`src/rtl/atm_session_if.sv`:
```
// Request/response port of the ATM session controller: a valid/ready request
// channel, an abort line and a registered one-cycle response.
interface atm_session_if #(
    parameter int ACC_W = 12,
    parameter int PIN_W = 4,
    parameter int BAL_W = 16,
    parameter int AMT_W = 11
);
    logic             req_valid;
    logic             req_ready;
    logic [2:0]       op;
    logic [ACC_W-1:0] acc_number;
    logic [PIN_W-1:0] pin;
    logic [ACC_W-1:0] dest_acc;
    logic [AMT_W-1:0] amount;
    logic             exit;
    logic             resp_valid;
    logic [2:0]       resp_code;
    logic [BAL_W-1:0] balance;
    logic             authed;

    modport master (
        output req_valid, op, acc_number, pin, dest_acc, amount, exit,
        input  req_ready, resp_valid, resp_code, balance, authed
    );

    modport slave (
        input  req_valid, op, acc_number, pin, dest_acc, amount, exit,
        output req_ready, resp_valid, resp_code, balance, authed
    );
endinterface

```
`src/rtl/atm_session_ctrl.sv`:
```
// ATM session controller: provisioned account table, PIN login with lockout and
// balance/withdraw/deposit/transfer with fixed, data-independent latency.
module atm_session_ctrl #(
    parameter int NUM_ACC   = 10,
    parameter int ACC_W     = 12,
    parameter int PIN_W     = 4,
    parameter int BAL_W     = 16,
    parameter int AMT_W     = 11,
    parameter int MAX_TRIES = 3,
    parameter int INIT_BAL  = 500,
    localparam int IDX_W    = $clog2(NUM_ACC)
) (
    input  logic             clk,
    input  logic             rst,
    input  logic             prov_we,
    input  logic [IDX_W-1:0] prov_idx,
    input  logic [ACC_W-1:0] prov_acc,
    input  logic [PIN_W-1:0] prov_pin,
    atm_session_if.slave     bus
);
    localparam int FAIL_W = $clog2(MAX_TRIES + 1);

    localparam logic [2:0] OP_LOGIN    = 3'd0;
    localparam logic [2:0] OP_BALANCE  = 3'd1;
    localparam logic [2:0] OP_WITHDRAW = 3'd2;
    localparam logic [2:0] OP_DEPOSIT  = 3'd3;
    localparam logic [2:0] OP_TRANSFER = 3'd4;
    localparam logic [2:0] OP_LOGOUT   = 3'd5;

    localparam logic [2:0] RC_OK       = 3'd0;
    localparam logic [2:0] RC_BAD_CRED = 3'd1;
    localparam logic [2:0] RC_LOCKED   = 3'd2;
    localparam logic [2:0] RC_INSUFF   = 3'd3;
    localparam logic [2:0] RC_OVERFLOW = 3'd4;
    localparam logic [2:0] RC_NO_DEST  = 3'd5;
    localparam logic [2:0] RC_NOT_AUTH = 3'd6;
    localparam logic [2:0] RC_BAD_OP   = 3'd7;

    typedef enum logic [1:0] {S_IDLE, S_SCAN, S_EXEC, S_RESP} state_t;

    state_t state_reg, state_next;

    logic [ACC_W-1:0]  acc_tab_reg [NUM_ACC];
    logic [PIN_W-1:0]  pin_tab_reg [NUM_ACC];
    logic [BAL_W-1:0]  bal_tab_reg [NUM_ACC];
    logic [FAIL_W-1:0] fail_reg    [NUM_ACC];
    logic              valid_reg   [NUM_ACC];
    logic              lock_reg    [NUM_ACC];

    logic             live_reg;
    logic [2:0]       op_reg;
    logic [ACC_W-1:0] key_reg;
    logic [PIN_W-1:0] pin_reg;
    logic [AMT_W-1:0] amt_reg;
    logic [IDX_W-1:0] scan_idx_reg;
    logic             found_reg;
    logic [IDX_W-1:0] found_idx_reg;
    logic [IDX_W-1:0] sess_idx_reg;
    logic             authed_reg;
    logic             resp_valid_reg;
    logic [2:0]       resp_code_reg;
    logic [BAL_W-1:0] balance_reg;

    logic accept, prov_ok, exec_fire;

    assign bus.req_ready  = live_reg && (state_reg == S_IDLE);
    assign bus.resp_valid = resp_valid_reg;
    assign bus.resp_code  = resp_code_reg;
    assign bus.balance    = balance_reg;
    assign bus.authed     = authed_reg;

    assign accept    = bus.req_valid && bus.req_ready && !bus.exit;
    assign prov_ok   = prov_we && (state_reg == S_IDLE) && !authed_reg;
    assign exec_fire = (state_reg == S_EXEC) && !bus.exit;

    always_ff @(posedge clk) begin
        if (rst) state_reg <= S_IDLE;
        else     state_reg <= state_next;
    end

    always_comb begin
        state_next = state_reg;
        case (state_reg)
            S_IDLE: if (accept)
                        state_next = (bus.op == OP_LOGIN || bus.op == OP_TRANSFER) ? S_SCAN : S_EXEC;
            S_SCAN: if (scan_idx_reg == IDX_W'(NUM_ACC - 1)) state_next = S_EXEC;
            S_EXEC: state_next = S_RESP;
            S_RESP: state_next = S_IDLE;
            default: state_next = S_IDLE;
        endcase
        if (bus.exit) state_next = S_IDLE;
    end

    // Operation outcome, evaluated in EXEC from the captured request and scan result.
    logic [2:0]       ex_code;
    logic             ex_out_we, ex_own_we, ex_dest_we;
    logic             ex_fail_inc, ex_login_ok, ex_logout;
    logic [BAL_W-1:0] ex_out_bal, ex_own_bal, ex_dest_bal;
    logic [BAL_W-1:0] own_bal, tgt_bal, amt_ext;
    logic [BAL_W:0]   own_sum, tgt_sum;

    assign own_bal = bal_tab_reg[sess_idx_reg];
    assign tgt_bal = bal_tab_reg[found_idx_reg];
    assign amt_ext = BAL_W'(amt_reg);
    assign own_sum = (BAL_W+1)'(own_bal) + (BAL_W+1)'(amt_reg);
    assign tgt_sum = (BAL_W+1)'(tgt_bal) + (BAL_W+1)'(amt_reg);

    always_comb begin
        ex_code     = RC_OK;
        ex_out_we   = 1'b0;
        ex_own_we   = 1'b0;
        ex_dest_we  = 1'b0;
        ex_fail_inc = 1'b0;
        ex_login_ok = 1'b0;
        ex_logout   = 1'b0;
        ex_out_bal  = own_bal;
        ex_own_bal  = own_bal;
        ex_dest_bal = tgt_sum[BAL_W-1:0];
        case (op_reg)
            OP_LOGIN: begin
                if (!found_reg)                              ex_code = RC_BAD_CRED;
                else if (lock_reg[found_idx_reg])            ex_code = RC_LOCKED;
                else if (pin_tab_reg[found_idx_reg] != pin_reg) begin
                    ex_code     = RC_BAD_CRED;
                    ex_fail_inc = 1'b1;
                end else                                     ex_login_ok = 1'b1;
            end
            OP_BALANCE: begin
                if (!authed_reg) ex_code = RC_NOT_AUTH;
                else             ex_out_we = 1'b1;
            end
            OP_WITHDRAW: begin
                if (!authed_reg)            ex_code = RC_NOT_AUTH;
                else if (amt_ext > own_bal) ex_code = RC_INSUFF;
                else begin
                    ex_own_bal = own_bal - amt_ext;
                    ex_out_bal = ex_own_bal;
                    ex_own_we  = 1'b1;
                    ex_out_we  = 1'b1;
                end
            end
            OP_DEPOSIT: begin
                if (!authed_reg)       ex_code = RC_NOT_AUTH;
                else if (own_sum[BAL_W]) ex_code = RC_OVERFLOW;
                else begin
                    ex_own_bal = own_sum[BAL_W-1:0];
                    ex_out_bal = ex_own_bal;
                    ex_own_we  = 1'b1;
                    ex_out_we  = 1'b1;
                end
            end
            OP_TRANSFER: begin
                if (!authed_reg)                                   ex_code = RC_NOT_AUTH;
                else if (!found_reg || found_idx_reg == sess_idx_reg) ex_code = RC_NO_DEST;
                else if (amt_ext > own_bal)                        ex_code = RC_INSUFF;
                else if (tgt_sum[BAL_W])                           ex_code = RC_OVERFLOW;
                else begin
                    ex_own_bal = own_bal - amt_ext;
                    ex_out_bal = ex_own_bal;
                    ex_own_we  = 1'b1;
                    ex_dest_we = 1'b1;
                    ex_out_we  = 1'b1;
                end
            end
            OP_LOGOUT: ex_logout = 1'b1;
            default:   ex_code = RC_BAD_OP;
        endcase
    end

    always_ff @(posedge clk) begin
        if (rst) begin
            live_reg       <= 1'b0;
            op_reg         <= '0;
            key_reg        <= '0;
            pin_reg        <= '0;
            amt_reg        <= '0;
            scan_idx_reg   <= '0;
            found_reg      <= 1'b0;
            found_idx_reg  <= '0;
            sess_idx_reg   <= '0;
            authed_reg     <= 1'b0;
            resp_valid_reg <= 1'b0;
            resp_code_reg  <= '0;
            balance_reg    <= '0;
        end else begin
            live_reg       <= 1'b1;
            resp_valid_reg <= 1'b0;
            if (bus.exit) begin
                authed_reg <= 1'b0;
            end else begin
                case (state_reg)
                    S_IDLE: if (accept) begin
                        op_reg       <= bus.op;
                        key_reg      <= (bus.op == OP_TRANSFER) ? bus.dest_acc : bus.acc_number;
                        pin_reg      <= bus.pin;
                        amt_reg      <= bus.amount;
                        scan_idx_reg <= '0;
                        found_reg    <= 1'b0;
                    end
                    S_SCAN: begin
                        // First hit is kept so the lowest slot wins on duplicates.
                        if (!found_reg && valid_reg[scan_idx_reg] && acc_tab_reg[scan_idx_reg] == key_reg) begin
                            found_reg     <= 1'b1;
                            found_idx_reg <= scan_idx_reg;
                        end
                        scan_idx_reg <= scan_idx_reg + IDX_W'(1);
                    end
                    S_EXEC: begin
                        resp_valid_reg <= 1'b1;
                        resp_code_reg  <= ex_code;
                        if (ex_out_we) balance_reg <= ex_out_bal;
                        if (ex_login_ok) begin
                            authed_reg   <= 1'b1;
                            sess_idx_reg <= found_idx_reg;
                        end
                        if (ex_logout) authed_reg <= 1'b0;
                    end
                    default: ;
                endcase
            end
        end
    end

    generate
        for (genvar gi = 0; gi < NUM_ACC; gi++) begin : g_slot
            always_ff @(posedge clk) begin
                if (rst) begin
                    valid_reg[gi]   <= 1'b0;
                    acc_tab_reg[gi] <= '0;
                    pin_tab_reg[gi] <= '0;
                    bal_tab_reg[gi] <= '0;
                    fail_reg[gi]    <= '0;
                    lock_reg[gi]    <= 1'b0;
                end else if (prov_ok && prov_idx == IDX_W'(gi)) begin
                    valid_reg[gi]   <= 1'b1;
                    acc_tab_reg[gi] <= prov_acc;
                    pin_tab_reg[gi] <= prov_pin;
                    bal_tab_reg[gi] <= BAL_W'(INIT_BAL);
                    fail_reg[gi]    <= '0;
                    lock_reg[gi]    <= 1'b0;
                end else if (exec_fire) begin
                    if (ex_own_we && sess_idx_reg == IDX_W'(gi))
                        bal_tab_reg[gi] <= ex_own_bal;
                    if (ex_dest_we && found_idx_reg == IDX_W'(gi))
                        bal_tab_reg[gi] <= ex_dest_bal;
                    if (found_idx_reg == IDX_W'(gi)) begin
                        if (ex_login_ok) fail_reg[gi] <= '0;
                        if (ex_fail_inc) begin
                            fail_reg[gi] <= fail_reg[gi] + FAIL_W'(1);
                            if (fail_reg[gi] + FAIL_W'(1) >= FAIL_W'(MAX_TRIES))
                                lock_reg[gi] <= 1'b1;
                        end
                    end
                end
            end
        end
    endgenerate
endmodule

```
`src/flat_wrapper.sv`:
```
// flat-port wrapper written by rule: the top's interface ports become plain ports
module atm_session_ctrl_flat 
#(
    parameter int NUM_ACC   = 10,
    parameter int ACC_W     = 12,
    parameter int PIN_W     = 4,
    parameter int BAL_W     = 16,
    parameter int AMT_W     = 11,
    parameter int MAX_TRIES = 3,
    parameter int INIT_BAL  = 500,
    localparam int IDX_W    = $clog2(NUM_ACC)
)
  (clk, rst, prov_we, prov_idx, prov_acc, prov_pin, bus_req_valid, bus_op, bus_acc_number, bus_pin, bus_dest_acc, bus_amount, bus_exit, bus_req_ready, bus_resp_valid, bus_resp_code, bus_balance, bus_authed);
  atm_session_if #(.ACC_W(ACC_W), .PIN_W(PIN_W), .BAL_W(BAL_W), .AMT_W(AMT_W)) bus_i ();
  input  logic clk;
  input  logic rst;
  input  logic prov_we;
  input  logic [IDX_W-1:0] prov_idx;
  input  logic [ACC_W-1:0] prov_acc;
  input  logic [PIN_W-1:0] prov_pin;
  input wire logic [$bits(bus_i.req_valid)-1:0] bus_req_valid;
  input wire logic [$bits(bus_i.op)-1:0] bus_op;
  input wire logic [$bits(bus_i.acc_number)-1:0] bus_acc_number;
  input wire logic [$bits(bus_i.pin)-1:0] bus_pin;
  input wire logic [$bits(bus_i.dest_acc)-1:0] bus_dest_acc;
  input wire logic [$bits(bus_i.amount)-1:0] bus_amount;
  input wire logic [$bits(bus_i.exit)-1:0] bus_exit;
  output wire logic [$bits(bus_i.req_ready)-1:0] bus_req_ready;
  output wire logic [$bits(bus_i.resp_valid)-1:0] bus_resp_valid;
  output wire logic [$bits(bus_i.resp_code)-1:0] bus_resp_code;
  output wire logic [$bits(bus_i.balance)-1:0] bus_balance;
  output wire logic [$bits(bus_i.authed)-1:0] bus_authed;
  assign bus_i.req_valid = bus_req_valid;
  assign bus_i.op = bus_op;
  assign bus_i.acc_number = bus_acc_number;
  assign bus_i.pin = bus_pin;
  assign bus_i.dest_acc = bus_dest_acc;
  assign bus_i.amount = bus_amount;
  assign bus_i.exit = bus_exit;
  assign bus_req_ready = bus_i.req_ready;
  assign bus_resp_valid = bus_i.resp_valid;
  assign bus_resp_code = bus_i.resp_code;
  assign bus_balance = bus_i.balance;
  assign bus_authed = bus_i.authed;
  atm_session_ctrl #(.NUM_ACC(NUM_ACC), .ACC_W(ACC_W), .PIN_W(PIN_W), .BAL_W(BAL_W), .AMT_W(AMT_W), .MAX_TRIES(MAX_TRIES), .INIT_BAL(INIT_BAL)) u_core (.clk(clk), .rst(rst), .prov_we(prov_we), .prov_idx(prov_idx), .prov_acc(prov_acc), .prov_pin(prov_pin), .bus(bus_i));
endmodule
```
`config.mk`:
```
export PLATFORM = sky130hd
export DESIGN_NAME = atm_session_ctrl_flat
export DESIGN_NICKNAME = d
export VERILOG_FILES = /design/src/rtl/atm_session_if.sv /design/src/rtl/atm_session_ctrl.sv /design/src/flat_wrapper.sv
export SDC_FILE = /design/constraint.sdc
export NUM_CORES = 1
export LEC_CHECK = 0
export BUFFER_PORTS_ARGS = -buffer_cell sky130_fd_sc_hd__buf_2
export CORE_MARGIN = 2
export CORE_UTILIZATION = 48
export DETAILED_ROUTE_END_ITERATION = 10
export HOLD_SLACK_MARGIN = 0.1
export SLEW_MARGIN = 20
export SYNTH_ARGS = -nofsm -noshare
export SYNTH_HDL_FRONTEND = slang
export SYNTH_SLANG_ARGS = --single-unit
```
`constraint.sdc`:
```
create_clock -name clk -period 7.8 [get_ports clk]
set_input_delay 1.56 -clock clk [delete_from_list [all_inputs] [get_ports clk]]
set_output_delay 1.56 -clock clk [all_outputs]
set_load 0.03 [all_outputs]
```
==> run summary, run 1 <==
Layout Nets: 2174
IO buf count: 88
Slew @ Worst Pin: 1290 ps
Yosys warning count: 0
Hold Path Origin: u_core.valid_reg[8]
Core area: 48950 um^2
Final Cycle Share: 0.8660
Register share of total power: 0.505
Crit Reg-Reg Endpoint: u_core.bal_tab_reg[7][1]
Fill cells: 4225
DRC: 0
Maximum vdd ir drop: 0.1835 mV
Top Ports: 89
Worst skew pair latency: 600 ps
Pre-CTS setup slack: 1130 ps
Primary FF master, synth: edfxtp_1
Initial Util: 0.4855
Cell area after layout: 26510 um^2
Final setup vio count: 0
Slew HR: 0.1374
Die W: 226.5 um
Average size of a mapped cell: 11.88 um^2
WP data required: 8100 ps
R2R Setup Slk: 1050 ps
Util after Layout: 0.5415
Max Clk Rate: 148.0 MHz
Number of antenna violations at the first check in global routing: 1
# rows: 81
Number of global-route vias before repair: 17080
Flops & latches, synth: 439
Final WS setup: 1045 ps
Startpoint Class: flip-flop
CTS max path bufs: 3
Sw Ratio: 0.2420
Die ar.: 51310 um^2
Antenna viol nets, final: 0
H-tree levels: 2
Status: complete, no violations
Int Pwr: 0.004009 W
Ant diodes: 0
Peak fanout along the critical path: 31
Drt wl/cell: 27.36 um
DR vias/cell: 6.512
GPL Wtd Cong: 0.9247
Worst Hold Class: flip-flop to flip-flop
Largest net degree at the start of global routing: 88
Max_cap viols: 0
Hold Vio Cnt, Final: 0
Combinational share of power: 0.080
Die H: 226.5 um
Setup TNS: 0 ps
First DRT Iteration DRCs: 2290
Mapped Cells: 2001
Synthesized cell area: 23770 um^2
Ys async rst share: 0
Detailed-route via count: 17960
Clock slew at reported path FFs: 60 ps
Max reg flops: 160
Distinct cell type count after synthesis: 81
Clock buffer count from CTS: 48
P_leak: 9.566 nW
Count of pins over their slew limit: 0
Post-CTS sizing: 0
Clock skew: 34.49 ps
Power density cells: 199.5 nW/um^2
CTS sink cnt: 439
Overflow after GRT: 0
Switching pwr: 0.001280 W
Root Buffer: clkbuf_16
RSZ-0062 raised after global routing: no
Hold path depth: 2
Post-DP HPWL: 52110 um
First-pass GRT wire length: 110900 um
Routed WL: 75460 um
Clock share of power: 0.414
Worst Reg-to-Reg Cells: 16
First-pass iteration count of the detailed router: 6
Hold path endpoint: u_core.valid_reg[8]
CTS Hold Bufs: 0
CTS tree: yes
Layout cells sized above 1: 0.1724
Setup Buffers After CTS: 0
Post-synth net total: 2120
CP Data Arrival Time: 7060 ps
EDFF count, synth: 359
All-Layer GR Usage: 0.2954
Minimum clock period: 6755 ps
Area after DPL: 24970 um^2
Seq/Total Area, Yosys: 0.5210
WS Path Type: flip-flop to flip-flop
Area Growth Syn to Fin: 11.52%
CP Capture Type: flip-flop
## power by group through the flow
stage	sequential (W)	clock, W	combinational (W)
floorplan	0.00269	0	0.000250
global placement	0.00271	0	0.000408
detailed placement	0.00272	0	0.000412
CTS	0.00267	0.00221	0.000415
global route	0.00268	0.00230	0.000452
finish	0.00267	0.00219	0.000425
## cells in the mapped netlist (10+ instances only)
cell type	count	area, um^2
clkbuf_1	102	382.9
a21oi_1	95	475.5
buf_2	25	125.1
nor2_1	130	488.0
a211oi_1	51	382.9
mux4_2	91	2049
inv_1	68	255.2
buf_1	13	48.80
nand3_1	32	160.2
and3_1	84	525.5
mux2i_1	96	960.9
nor2b_1	47	294.0
a31oi_1	11	68.82
a221oi_1	13	113.9
o22ai_1	104	650.6
ha_1	49	613.1
nand4_1	10	62.56
o21ai_0	31	155.2
xor2_1	21	183.9
o221ai_1	60	525.5
dfxtp_1	80	1602
mux2_2	16	180.2
o21ai_1	25	125.1
nand2_1	111	416.7
nor3_1	14	70.07
and2_1	91	569.3
nand2b_1	15	93.84
edfxtp_1	359	10780
xnor2_1	17	148.9
## worst max-delay path by stage
stage,from,end,slack (ps),cells past startpoint
floorplan,flip-flop,u_core.bal_tab_reg[7][0],1600,20
global placement,flip-flop,u_core.bal_tab_reg[5][10],1170,15
detailed placement,flip-flop,u_core.bal_tab_reg[7][0],1130,16
CTS,flip-flop,u_core.bal_tab_reg[7][1],1090,16
global route,flip-flop,u_core.bal_tab_reg[8][13],680,14
finish,flip-flop,u_core.bal_tab_reg[7][1],1050,16
## cell type report
class | count | area (um^2) | share of cell area
repair buffers | 153 | 928.4 | 0.03503
multi-input cells | 1342 | 10590 | 0.3995
well taps | 664 | 830.8 | 0.03134
clock buffers | 65 | 1275 | 0.04810
clock inverters | 24 | 224.0 | 0.008450
flip-flops and latches | 439 | 12390 | 0.4675
inverters | 71 | 266.5 | 0.01005
## critical path, cell delays in order (launching register included)
cell and delay, ps:
dfxtp_4 730, mux4_2 580, mux2_2 310, o21ai_0 250
inv_1 100, ha_1 240, fa_1 450, nand2b_1 120
a221oi_1 110, or3_1 400, a311o_1 420, a31oi_2 660
a21oi_4 260, nor4b_4 600, nand4_2 490, nand3_1 430
buf_4 270
## kinds of logic (layout without fill, tap and decap cells)
kind of cell / after synthesis / after routing / share of synthesized area
DFF: 439 / 439 / 0.5210
adders and majority gates: 52 / 52 / 0.02832
buffers and inverters: 220 / 313 / 0.03780
muxes: 209 / 209 / 0.1371
and+or+nand+nor: 574 / 574 / 0.1273
AOI/OAI and AO/OA: 469 / 469 / 0.1346
xor gates and xnor gates: 38 / 38 / 0.01400
## routing by layer
| metal | wire length (um) | track usage |
|---|---|---|
| met1 | 32160 | 0.4452 |
| met2 | 32610 | 0.4265 |
| met4 | 1952 | 0.08192 |
| met3 | 8728 | 0.06764 |
| met5 | 13 | 0.002933 |
## stage by stage
stage          power [W]  std cells  hold WS, ps
5_1_grt         0.005433       2758        509.1
2_1_floorplan   0.002944       2001        439.6
3_5_place_dp    0.003130       2669        464.4
6_report        0.005288       2758        474.2
4_1_cts         0.005297       2758        477.7
3_3_place_gp    0.003122       2669        450.9
## cells in the final DEF (no fill, tap or decap), types with 60 or more instances in the layout
cell / instances
a21oi_1: 95
and2_1: 91
and3_1: 84
buf_2: 88
buf_4: 65
dfxtp_1: 76
edfxtp_1: 359
inv_1: 67
mux2i_1: 95
mux4_2: 91
nand2_1: 111
nor2_1: 130
o221ai_1: 60
o22ai_1: 104
No activity file was read; power rests on OpenSTA's default activity.
==> run 2, diff against run 1 <==
--- a/config.mk
+++ b/config.mk
@@ -10,6 +10,9 @@
 export CORE_UTILIZATION = 48
 export DETAILED_ROUTE_END_ITERATION = 10
 export HOLD_SLACK_MARGIN = 0.1
+export MAX_ROUTING_LAYER = met4
+export PLACE_DENSITY_LB_ADDON = 0.25
+export RECOVER_POWER = 50
 export SLEW_MARGIN = 20
 export SYNTH_ARGS = -nofsm -noshare
 export SYNTH_HDL_FRONTEND = slang
==> run summary, run 2 (same netlist as run 1, synthesis figures left out) <==
Count of pins over their slew limit: 56
All-Layer GR Usage: 0.2953
Clock share of power: 0.418
Die W: 226.5 um
Hold Vio Cnt, Final: 0
Detailed-route via count: 17850
WP data required: 8020 ps
Final Cycle Share: 0.8812
Largest net degree at the start of global routing: 92
Minimum clock period: 6874 ps
Register share of total power: 0.505
Layout cells sized above 1: 0.1595
Area Growth Syn to Fin: 11.20%
WS Path Type: flip-flop to flip-flop
First DRT Iteration DRCs: 2004
Setup Buffers After CTS: 0
Crit path buf inv count: 1
Top Family by Delay on Critical Path: simple AND/OR/NAND/NOR gates
Initial Util: 0.4855
Clock slew at reported path FFs: 60 ps
CP peak stage delay: 800 ps
CP Data Arrival Time: 7090 ps
Layout Nets: 2171
Failing checks: capacitance limit, slew limit
H-tree levels: 2
Hold path endpoint: u_core.valid_reg[8]
Post-DP HPWL: 49520 um
Max_cap viols: 1
CTS max path bufs: 3
First-pass iteration count of the detailed router: 6
Number of antenna violations at the first check in global routing: 4
Overflow after GRT: 0
Worst Reg-to-Reg Cells: 15
P_leak: 9.395 nW
Worst skew pair latency: 600 ps
First-pass GRT wire length: 109300 um
Clock skew: 22.30 ps
Crit Reg-Reg Endpoint: u_core.bal_tab_reg[7][0]
Sw Ratio: 0.2431
R2R Setup Slk: 930 ps
CTS Hold Bufs: 0
Core area: 48950 um^2
Most frequent cells in the layout: 359 x edfxtp_1, 128 x nor2_1, 111 x nand2_1, 104 x o22ai_1, 96 x mux2i_1
Switching pwr: 0.001285 W
Fill cells: 4210
Slew @ Worst Pin: 2716 ps
Critical-path top delay cell: nand3_1
Worst Hold Class: flip-flop to flip-flop
Max reg flops: 160
Number of global-route vias before repair: 17470
CTS sink cnt: 439
Post-CTS sizing: 0
Final setup vio count: 0
CP Capture Type: flip-flop
Routed WL: 73030 um
Setup TNS: 0 ps
Combinational share of power: 0.078
Drt wl/cell: 26.49 um
DR vias/cell: 6.473
Hold Path Origin: u_core.valid_reg[8]
Most common library cell in the layout ignoring fill and taps: edfxtp_1
Slew HR: -0.8106
Antenna viol nets, final: 0
Maximum vdd ir drop: 0.1791 mV
Int Pwr: 0.004001 W
Peak fanout along the critical path: 17
Final WS setup: 926.3 ps
CTS tree: yes
Die H: 226.5 um
Power density cells: 200.0 nW/um^2
Hold path depth: 2
Top Ports: 89
Clock buffer count from CTS: 47
Status: finished with violations
DRC: 0
RSZ-0062 raised after global routing: no
Worst path cell trace: buf_4 -> mux4_2 -> nor2b_1 -> a211oi_1 -> a21oi_1 -> fa_1 -> nand2b_1 -> a221oi_1 -> or3_1 -> a311o_1 -> a31oi_2 -> a21oi_4 -> nor4b_4 -> nand4_2 -> nand3_1
Startpoint Class: flip-flop
Root Buffer: clkbuf_16
Pre-CTS setup slack: 996.3 ps
# rows: 81
IO buf count: 88
Max Clk Rate: 145.5 MHz
GPL Wtd Cong: 0.9617
Die ar.: 51310 um^2
==> run 2: cell count changes in the layout (fill, tap and decap cells not counted), sizes merged <==
cell	delta
diode	+5
clkbuf	+18
buf	-28
bufinv	+1
clkinv	+2
clkinvlp	+1
==> run 2: power groups by stage <==
stage               sequential, W  clock [W]  combinational (W)
global placement          0.00271          0           0.000396
floorplan                 0.00269          0           0.000250
global route              0.00267    0.00231           0.000438
finish                    0.00267    0.00221           0.000410
CTS                       0.00267    0.00222           0.000404
detailed placement        0.00272          0           0.000402
==> run 2: cell type report <==
type | instances | area [um^2] | share of cell area
well taps | 664 | 830.8 | 0.03143
inverters | 71 | 266.5 | 0.01008
clock inverters | 28 | 276.5 | 0.01046
flip-flops and latches | 439 | 12390 | 0.4689
diodes | 5 | 12.51 | 0.0004734
clock buffers | 57 | 1214 | 0.04592
repair buffers | 151 | 885.9 | 0.03352
multi-input cells | 1342 | 10550 | 0.3993
==> run 2: through the flow <==
stage               instance area, um^2  hold slack, ps  total power, W    util  cells
detailed placement                24940           469.0        0.003118  0.5096   2667
global route                      26430           529.5        0.005426  0.5399   2756
finish                            26430           490.6        0.005285  0.5399   2757
global placement                  24940           450.2        0.003107  0.5094   2667
CTS                               26430           482.8        0.005289  0.5400   2752
floorplan                         23770           439.6        0.002944       -   2001
==> run 2: worst max path at each step <==
stage / to / slack, ps / depth (start not counted)
2_1_floorplan: u_core.bal_tab_reg[7][0] / 1600 / 20
3_3_place_gp: u_core.bal_tab_reg[7][0] / 1160 / 15
3_5_place_dp: u_core.bal_tab_reg[7][0] / 1000 / 15
4_1_cts: u_core.bal_tab_reg[7][0] / 990 / 15
5_1_grt: u_core.bal_tab_reg[7][0] / 670 / 15
6_report: u_core.bal_tab_reg[7][0] / 930 / 15
==> run 2: tightest hold or removal path, delay by kind of cell (launching register included) <==
kind	cells	cell delay, ps
flip-flops	1	330
AND/OR/NAND/NOR	2	130
==> run 2: routing by layer <==
metal  global-route usage  part of all wire  vias to the layer above
met5                    -                 0                        -
met4               0.1220             0.045                        0
met2               0.4766              0.48                      892
met3              0.04354             0.073                      186
li1                     -                 -                     7891
met1               0.3752              0.40                     8878
==> run 3, diff against run 2 <==
--- a/config.mk
+++ b/config.mk
@@ -5,6 +5,7 @@
 export SDC_FILE = /design/constraint.sdc
 export NUM_CORES = 1
 export LEC_CHECK = 0
+export ABC_AREA = 1
 export BUFFER_PORTS_ARGS = -buffer_cell sky130_fd_sc_hd__buf_2
 export CORE_MARGIN = 2
 export CORE_UTILIZATION = 48
==> run summary, run 3 <==
RSZ-0062 raised after global routing: no
Util after Layout: 0.5268
Startpoint Class: flip-flop
# rows: 84
Routed WL: 92820 um
Hold WS: 478.4 ps
Yosys top cell area share: 0.4237
Layout cells sized above 1: 0.07578
Die W: 234.2 um
Antenna viol nets, final: 0
CTS sink cnt: 439
R2R Setup Slk: 1100 ps
Average size of a mapped cell: 8.187 um^2
Cells after DPL: 3755
Max layer used: met4
Post-CTS sizing: 0
Clock slew at reported path FFs: 60 ps
Count of pins over their slew limit: 124
Slew HR: -0.7389
First-pass GRT wire length: 135800 um
Post-synth net total: 3227
Number of global-route vias before repair: 21670
All-Layer GR Usage: 0.3460
Layout Nets: 3236
Hold path depth: 2
Slew @ Worst Pin: 2608 ps
DR vias/cell: 6.067
GPL Wtd Cong: 1.003
First-pass iteration count of the detailed router: 6
Worst Hold Class: flip-flop to flip-flop
Maximum vdd ir drop: 0.1890 mV
DRC: 0
Distinct cell type count after synthesis: 57
Detailed-route via count: 23340
CP Data Arrival Time: 6930 ps
Synthesized cell area: 25440 um^2
Hold Path Origin: u_core.valid_reg[8]
Status: finished with violations
Final setup vio count: 0
Combinational share of power: 0.106
Area Growth Syn to Fin: 8.576%
Drt wl/cell: 24.13 um
WS Path Type: flip-flop to flip-flop
P_leak: 11.15 nW
Largest area contributor in the synthesized netlist: edfxtp_1
Mapped Cells: 3108
Failing checks: capacitance limit, slew limit
CTS Hold Bufs: 0
CTS tree: yes
Met2 WL: 41710 um
Peak fanout along the critical path: 71
Most frequent cells in the layout: 544 x nor2_1, 486 x nand2_1, 385 x o21ai_0, 359 x edfxtp_1, 291 x inv_1
Power density cells: 197.1 nW/um^2
Top cells by count, synth: 544 x nor2_1, 486 x nand2_1, 385 x o21ai_0, 359 x edfxtp_1, 292 x inv_1
WP data required: 8030 ps
Minimum clock period: 6702 ps
Most common cell in the synthesized netlist: nor2_1
Switching pwr: 0.001465 W
Ys async rst share: 0
Max reg flops: 160
Post-DP HPWL: 65820 um
Setup TNS: 0 ps
Clock share of power: 0.403
Primary FF master, synth: edfxtp_1
Int Pwr: 0.003980 W
Worst Reg-to-Reg Cells: 22
CTS max path bufs: 3
Synth area leaders: edfxtp_1 42%, nor2_1 8.0%, o21ai_0 7.6%
Root Buffer: clkbuf_16
Seq/Total Area, Yosys: 0.4866
First DRT Iteration DRCs: 3081
IO buf count: 88
Met1 wire length: 36180 um
Max Clk Rate: 149.2 MHz
Metal3 WL: 8536 um
Worst path cell trace: inv_6 -> o21ai_0 -> o21ai_0 -> o221ai_1 -> nand2_1 -> ha_1 -> nand2_1 -> nor2_1 -> nand3_1 -> nand3_1 -> nand2_1 -> inv_1 -> nor2_4 -> nand3_4 -> nand2_4 -> nor2_8 -> nand3_4 -> nand2_4 -> inv_4 -> nor2_2 -> inv_1 -> nand3_1
Worst skew pair latency: 610 ps
Number of antenna violations at the first check in global routing: 6
Max_cap viols: 3
Setup Buffers After CTS: 0
Flops & latches, synth: 439
Top Ports: 89
Clock skew: 20.96 ps
CP peak stage delay: 840 ps
Initial Util: 0.4852
Crit Reg-Reg Endpoint: u_core.bal_tab_reg[0][12]
H-tree levels: 2
Hold path endpoint: u_core.valid_reg[8]
Most common library cell in the layout ignoring fill and taps: nor2_1
Core area: 52450 um^2
Overall power: 0.005445 W
Sw Ratio: 0.2690
Yosys warning count: 0
Register share of total power: 0.491
EDFF count, synth: 359
Die H: 234.2 um
Clock buffer count from CTS: 48
Crit path buf inv count: 4
Largest net degree at the start of global routing: 76
Top Family by Delay on Critical Path: simple AND/OR/NAND/NOR gates
Final Cycle Share: 0.8592
Hold Vio Cnt, Final: 0
Overflow after GRT: 0
Die ar.: 54870 um^2
Critical-path top delay cell: dfxtp_4
Finished Layout Cells: 3847
CP Capture Type: flip-flop
[run 3: cell types whose count changed in the layout (fill, tap and decap cells not counted), sizes merged, moves of 96 or more]
cell   previous run  this run
nor2            130       560
nand2           111       498
o21ai            57       409
inv              69       307
nand3            35       257
mux2i            96         0
[run 3: how the worst max path moves through the flow]
stage / slack (ps) / cells past startpoint / end / start
final: 1100 / 22 / u_core.bal_tab_reg[0][12] / flip-flop
after global routing: 740 / 22 / u_core.bal_tab_reg[0][13] / flip-flop
after CTS: 1280 / 22 / u_core.bal_tab_reg[0][13] / flip-flop
after detailed placement: 1320 / 22 / u_core.bal_tab_reg[0][14] / flip-flop
after global placement: 1460 / 22 / u_core.bal_tab_reg[0][11] / flip-flop
after floorplan: 3100 / 24 / u_core.bal_tab_reg[0][0] / flip-flop
[run 3: per-layer routing]
metal / up-vias / GRT usage
met2: 1416 / 0.5208
met1: 10990 / 0.4351
met4: 0 / 0.2203
met5: - / -
li1: 10600 / -
met3: 331 / 0.05508
[run 3: cell families after synthesis]
family,count (synthesis),share of synthesized area
XOR/XNOR,45,0.01549
buffers and inverters,494,0.08217
AND/OR/NAND/NOR,1366,0.2308
flip-flops,439,0.4866
AO/OA/AOI/OAI,712,0.1584
adder cells (fa/ha/maj),52,0.02646
[run 3: worst min-delay path, cell delays in order, from the launching register on]
cell	delay [ps]
dfxtp_1	290
inv_1	50
o21ai_0	80
[run 3: final cells by class]
type | count | area, um^2
diodes | 5 | 12.51
clock buffers | 67 | 1316
clock inverters | 20 | 161.4
fillers | 4938 | 24820
inverters | 328 | 1240
multi-input cells | 2175 | 10970
flip-flops and latches | 439 | 12390
well taps | 688 | 860.8
repair buffers | 125 | 671.9
[run 3: power by group through the flow]
| stage | logic [W] | registers (W) | clock network [W] |
|---|---|---|---|
| final | 0.000576 | 0.00267 | 0.00220 |
| after global routing | 0.000614 | 0.00268 | 0.00229 |
| after detailed placement | 0.000560 | 0.00272 | 0 |
| after floorplan | 0.000343 | 0.00270 | 0 |
| after CTS | 0.000563 | 0.00267 | 0.00220 |
| after global placement | 0.000557 | 0.00272 | 0 |
[run 3: metrics by stage]
stage / instance area (um^2) / worst slack [ps]
2_1_floorplan: 25440 / 3100
6_report: 27630 / 1098
4_1_cts: 27660 / 1278
3_3_place_gp: 26180 / 1465
3_5_place_dp: 26180 / 1319
5_1_grt: 27630 / 739.4
